<file path="src/rtl/axil_pkg.sv">
// Shared AXI4-Lite read-path types: response codes and read-side FSM states.
package axil_pkg;

   typedef logic [1:0] resp_t;

   localparam resp_t RESP_OKAY   = 2'b00;
   localparam resp_t RESP_SLVERR = 2'b10;

   typedef enum logic [1:0] {
      IDLE,
      WAIT,
      RESP
   } rd_state_t;

endpackage

</file>
<file path="src/rtl/axil_regbank.sv">
// Register bank: flop array with a local write port and a combinational read mux.
module axil_regbank #(
   parameter int unsigned DATA_WIDTH = 32,
   parameter int unsigned NUM_REGS   = 16,
   parameter int unsigned IDX_W      = $clog2(NUM_REGS)
) (
   input  logic                  clk,
   input  logic                  rst,
   input  logic                  wr_en,
   input  logic [IDX_W-1:0]      wr_idx,
   input  logic [DATA_WIDTH-1:0] wr_data,
   input  logic [IDX_W-1:0]      rd_idx,
   output logic [DATA_WIDTH-1:0] rd_data
);

   logic [DATA_WIDTH-1:0] regs_q [NUM_REGS];

   // Register storage; a write in the same cycle as a read sample lands after it.
   always_ff @(posedge clk or posedge rst) begin
      if (rst) begin
         for (int i = 0; i < NUM_REGS; i++) begin
            regs_q[i] <= '0;
         end
      end else if (wr_en) begin
         regs_q[wr_idx] <= wr_data;
      end
   end

   // Read mux by index.
   always_comb begin
      rd_data = regs_q[rd_idx];
   end

endmodule

</file>
<file path="src/rtl/axil_rd_slave_regbank.sv">
// AXI4-Lite read-only slave answering AR/R from a local register bank with
// programmable latency and range/alignment checking.
module axil_rd_slave_regbank
   import axil_pkg::*;
#(
   parameter int unsigned            ADDR_WIDTH = 32,
   parameter int unsigned            DATA_WIDTH = 32,
   parameter int unsigned            NUM_REGS   = 16,
   parameter logic [ADDR_WIDTH-1:0]  BASE_ADDR  = '0,
   parameter int unsigned            RD_LATENCY = 2
) (
   input  logic                        clk,
   input  logic                        rst,
   input  logic [ADDR_WIDTH-1:0]       ARADDR,
   input  logic                        ARVALID,
   output logic                        ARREADY,
   output logic                        RVALID,
   output logic [DATA_WIDTH-1:0]       RDATA,
   output logic [1:0]                  RRESP,
   input  logic                        RREADY,
   input  logic                        loc_wr_en,
   input  logic [$clog2(NUM_REGS)-1:0] loc_wr_idx,
   input  logic [DATA_WIDTH-1:0]       loc_wr_data,
   output logic                        busy
);

   localparam int unsigned IDX_W = $clog2(NUM_REGS);
   localparam int unsigned CNT_W = (RD_LATENCY > 1) ? $clog2(RD_LATENCY) : 1;
   localparam logic [ADDR_WIDTH-1:0] BANK_BYTES = ADDR_WIDTH'(NUM_REGS * 4);
   localparam logic [CNT_W-1:0] CNT_LOAD = CNT_W'(RD_LATENCY - 1);

   rd_state_t             state_q, state_d;
   logic [CNT_W-1:0]      cnt_q, cnt_d;
   logic [IDX_W-1:0]      idx_q, idx_d;
   logic                  err_q, err_d;
   logic                  arready_q, arready_d;
   logic                  rvalid_q, rvalid_d;
   logic [DATA_WIDTH-1:0] rdata_q, rdata_d;
   resp_t                 rresp_q, rresp_d;

   logic [ADDR_WIDTH-1:0] off;
   logic                  addr_err;
   logic [DATA_WIDTH-1:0] bank_rd_data;

   axil_regbank #(
      .DATA_WIDTH (DATA_WIDTH),
      .NUM_REGS   (NUM_REGS),
      .IDX_W      (IDX_W)
   ) u_regbank (
      .clk     (clk),
      .rst     (rst),
      .wr_en   (loc_wr_en),
      .wr_idx  (loc_wr_idx),
      .wr_data (loc_wr_data),
      .rd_idx  (idx_q),
      .rd_data (bank_rd_data)
   );

   // Address decode on the live AR address; result is captured at the handshake.
   always_comb begin
      off      = ARADDR - BASE_ADDR;
      addr_err = (ARADDR < BASE_ADDR) || (off >= BANK_BYTES) || (ARADDR[1:0] != 2'b00);
   end

   // Next-state and registered-output logic for the AR -> WAIT -> R sequence.
   always_comb begin
      state_d   = state_q;
      cnt_d     = cnt_q;
      idx_d     = idx_q;
      err_d     = err_q;
      arready_d = arready_q;
      rvalid_d  = rvalid_q;
      rdata_d   = rdata_q;
      rresp_d   = rresp_q;
      unique case (state_q)
         IDLE: begin
            arready_d = 1'b1;
            if (ARVALID && arready_q) begin
               arready_d = 1'b0;
               idx_d     = off[IDX_W+1:2];
               err_d     = addr_err;
               cnt_d     = CNT_LOAD;
               state_d   = WAIT;
            end
         end
         WAIT: begin
            if (cnt_q == '0) begin
               // Bank is sampled here, not at the handshake.
               rdata_d  = err_q ? '0 : bank_rd_data;
               rresp_d  = err_q ? RESP_SLVERR : RESP_OKAY;
               rvalid_d = 1'b1;
               state_d  = RESP;
            end else begin
               cnt_d = cnt_q - 1'b1;
            end
         end
         RESP: begin
            if (RREADY) begin
               rvalid_d  = 1'b0;
               rdata_d   = '0;
               rresp_d   = RESP_OKAY;
               arready_d = 1'b1;
               state_d   = IDLE;
            end
         end
         default: begin
            state_d = IDLE;
         end
      endcase
   end

   // State and output registers; reset aborts any transaction in flight.
   always_ff @(posedge clk or posedge rst) begin
      if (rst) begin
         state_q   <= IDLE;
         cnt_q     <= '0;
         idx_q     <= '0;
         err_q     <= 1'b0;
         arready_q <= 1'b0;
         rvalid_q  <= 1'b0;
         rdata_q   <= '0;
         rresp_q   <= RESP_OKAY;
      end else begin
         state_q   <= state_d;
         cnt_q     <= cnt_d;
         idx_q     <= idx_d;
         err_q     <= err_d;
         arready_q <= arready_d;
         rvalid_q  <= rvalid_d;
         rdata_q   <= rdata_d;
         rresp_q   <= rresp_d;
      end
   end

   assign ARREADY = arready_q;
   assign RVALID  = rvalid_q;
   assign RDATA   = rdata_q;
   assign RRESP   = rresp_q;
   assign busy    = (state_q != IDLE);

endmodule

</file>
<file path="config.mk">
export PLATFORM = sky130hd
export DESIGN_NAME = axil_rd_slave_regbank
export DESIGN_NICKNAME = d
export VERILOG_FILES = /design/src/rtl/axil_pkg.sv /design/src/rtl/axil_regbank.sv /design/src/rtl/axil_rd_slave_regbank.sv
export SDC_FILE = /design/constraint.sdc
export NUM_CORES = 1
export LEC_CHECK = 0
export CAP_MARGIN = 20
export CORE_MARGIN = 10
export CORE_UTILIZATION = 60
export DETAILED_ROUTE_END_ITERATION = 16
export PLACE_DENSITY_LB_ADDON = 0.08
export SYNTH_ARGS = -nofsm -noshare
export SYNTH_HDL_FRONTEND = slang
export SYNTH_SLANG_ARGS = --single-unit
</file>
<file path="constraint.sdc">
create_clock -name clk -period 35.3 [get_ports clk]
set_clock_uncertainty 0.1 [all_clocks]
set_input_delay 7.06 -clock clk [delete_from_list [all_inputs] [get_ports clk]]
set_output_delay 7.06 -clock clk [all_outputs]
set_load 0.01 [all_outputs]
</file>
==> run metrics <==
outcome complete, no violations; most frequent cell after synthesis mux2_2; Crit Path Class primary input to asynchronous set/reset pin; Die Y 224 microns; filler cell count in the final layout 2,776; critical path endpoint category asynchronous set/reset pin; Seq pwr share 43.8%; synth-to-layout area growth 12.9%; fmax 104 MHz; clk sink count 555; Final Cycle Share 27.2%; Initial Utilization 60.9%; Pwr Total 1.98 mW; maximum VDD drop 0.0445 mV; Max FO, Critical Path 194; R2R Path End RDATA[15]$_DFFE_PP0P_; WHS Endpoint u_regbank.regs_q[256]$_DFFE_PP0P_; post-synthesis instance total 1,563; startpoint type of the worst setup path primary input; Worst R2R Path Depth 6; global-route wire length before repair 89.0 mm; H-Tree Depth 2; top cells by count, synth mux2_2, dfrtp_1, mux4_2; PwrDens 70.5 mW/mm^2; Final HPWL DP 30.6 mm; final hold vios 0; core area 0.0409 sq mm; Mapped Nets 1,636; worst flop-to-flop path startpoint idx_q[0]$_DFFE_PP0P_; Distinct cells, synth 36; DP Cell Count 2,097; pin count of the biggest net entering global routing 195; Setup-failing EPs final 0; DR pass1 iterations 4; internal power 1.43 mW; dpl ws 24.95 ns; worst min path class flip-flop to flip-flop; Most used DFF post-synth dfrtp_1; CTS Hold Bufs 0; Bufs and invs on worst path 4; total leakage power 12.2 nW; Arrival @ worst endpoint 10.08 ns; share of flip-flops with an asynchronous set or reset 100%; grt total ovfl 0; Synth area leader dfrtp_1; post-synth top area share 55.7%; Worst slew margin 24.4%; num rows 74; Mean Syn Cell Area 15.9 sq um; clock root buffer clkbuf_16; YS warnings 0; max_cap viols 0; CP required 35.78 ns; Die Footprint 0.0501 sq mm; Combinational Power Share 27.7%; Top Family by Delay on Critical Path buffers and inverters; worst-skew pair later-pin latency 0.60 ns; CTS buffer count 57; DR DRC count 0; Setup Fix Bufs, Post-CTS 0; unrepaired setup endpoints after global routing false; clock transition at the registers of the reported paths 0.06 ns; Post-synth EDFFs 0; CTS Buffer Depth 3; Final WS setup 25.70 ns; Post-Route WL 56.5 mm; CTS resizes 0; leading post-synthesis cells by cell area dfrtp_1, mux2_2, mux4_2, mux4_1, a221o_1; Tot GR Track Use 22.8%; R2R Setup Slk 31.64 ns; NetSw 0.551 mW; Sw Share 27.8%; synthesized area 0.0249 sq mm; Clock Power Share 28.5%; biggest cell delay along the critical path 0.89 ns; nets@finish 1,698; IO Pins 110; Seq cells post-synth 555; max-slew violation count 0; vias in the first global route 14,800; share of layout cells above drive strength 1 45.0%; gpl congestion 0.740; vias per cell 6.32; DIE WIDTH 224 microns; critical path's slowest cell buf_4; via count 13,900; Hold Path Depth 1; Final min period 9.60 ns; worst-path cell chain clkdlybuf4s50_1 -> inv_8 -> buf_12 -> buf_4; PortBufs 108; slew of the pin with the lowest slew margin 1.13 ns; DRT antenna net count 0; number of diodes 0; CTS tree built; share of the yosys chip area belonging to registers 55.7%; setup TNS 0 ns; worst hold start u_regbank.regs_q[256]$_DFFE_PP0P_; antenna violations before repair 2; DR WL/cell 25.7 microns; Non-Filler Instances 2,199; DRT iter0 DRCs 1,023
-- metrics by stage --
| stage | hold slack [ns] | area, sq um | utilization, % |
|---|---|---|---|
| floorplan | 0.349 | 24900 | - |
| global placement | 0.361 | 26400 | 64.4 |
| detailed placement | 0.372 | 26400 | 64.4 |
| CTS | 0.384 | 28100 | 68.7 |
| global route | 0.405 | 28100 | 68.7 |
| finish | 0.384 | 28100 | 68.7 |
-- layer usage --
layer  up-vias  track usage [%]  routed length, microns
met5         -                0                      27
met4         4             5.32                     938
met3        65             3.82                    2230
met2       260             37.4                   27900
met1      7569             31.5                   25500
li1       5994                -                       -
-- power groups by stage --
stage	clock network [mW]	registers, mW	logic (mW)
floorplan	0	0.834	0.473
global placement	0	0.868	0.541
detailed placement	0	0.879	0.555
CTS	0.577	0.868	0.558
global route	0.606	0.886	0.593
finish	0.566	0.868	0.549
-- kinds of logic after synthesis --
kind of cell	count (synthesis)	share of synthesized area, %
other	1	0.0150
AO/OA/AOI/OAI	57	1.87
flip-flops	555	55.7
AND/OR/NAND/NOR	105	2.06
multiplexers	708	37.7
buffers and inverters	137	2.61
-- sequential cells by signal, summed over array words and instances (netlist names) --
name,cells
ARREADY,1
RDATA,32
RRESP,1
RVALID,1
cnt_q,1
err_q,1
idx_q,4
state_q,2
u_regbank.regs_q,512
-- how the worst max path moves through the flow --
stage | startpoint | to | slack [ns] | cells past startpoint
2_1_floorplan | rst | ARREADY$_DFFE_PP0P_ | 12.62 | 1
3_3_place_gp | rst | u_regbank.regs_q[22]$_DFFE_PP0P_ | 25.01 | 4
3_5_place_dp | rst | u_regbank.regs_q[118]$_DFFE_PP0P_ | 24.95 | 4
4_1_cts | rst | u_regbank.regs_q[500]$_DFFE_PP0P_ | 25.58 | 4
5_1_grt | rst | u_regbank.regs_q[149]$_DFFE_PP0P_ | 25.23 | 4
6_report | rst | u_regbank.regs_q[433]$_DFFE_PP0P_ | 25.70 | 4
-- layout by cell type (no fill, tap or decap), types with 4 or more instances in the layout --
| master | synthesis | final |
|---|---|---|
| mux4_2 | 63 | 63 |
| nand2b_1 | 5 | 5 |
| clkbuf_16 | 0 | 57 |
| nand2_1 | 9 | 7 |
| mux4_1 | 49 | 49 |
| mux2_1 | 22 | 22 |
| a21oi_1 | 5 | 5 |
| mux2_2 | 557 | 557 |
| clkbuf_8 | 0 | 13 |
| mux2i_1 | 17 | 17 |
| a221o_1 | 31 | 31 |
| nor3_1 | 18 | 16 |
| nor2_1 | 49 | 45 |
| clkdlybuf4s50_1 | 0 | 108 |
| nor2_4 | 0 | 4 |
| nor4_1 | 7 | 7 |
| clkinv_2 | 0 | 4 |
| buf_4 | 3 | 27 |
| dfrtp_1 | 555 | 552 |
| o22ai_1 | 16 | 16 |
| clkbuf_1 | 57 | 23 |
-- layout make-up --
class | count | area, sq um | share of cell area [%]
Multi-Input combinational cell | 871 | 10500 | 37.2
Inverter | 2 | 15.0 | 0.0534
Sequential cell | 555 | 13900 | 49.4
Clock buffer | 93 | 1690 | 6.01
Tap cell | 532 | 666 | 2.37
Timing Repair Buffer | 138 | 1340 | 4.78
Clock inverter | 8 | 52.6 | 0.187
Power figures use the tool's default switching activity.
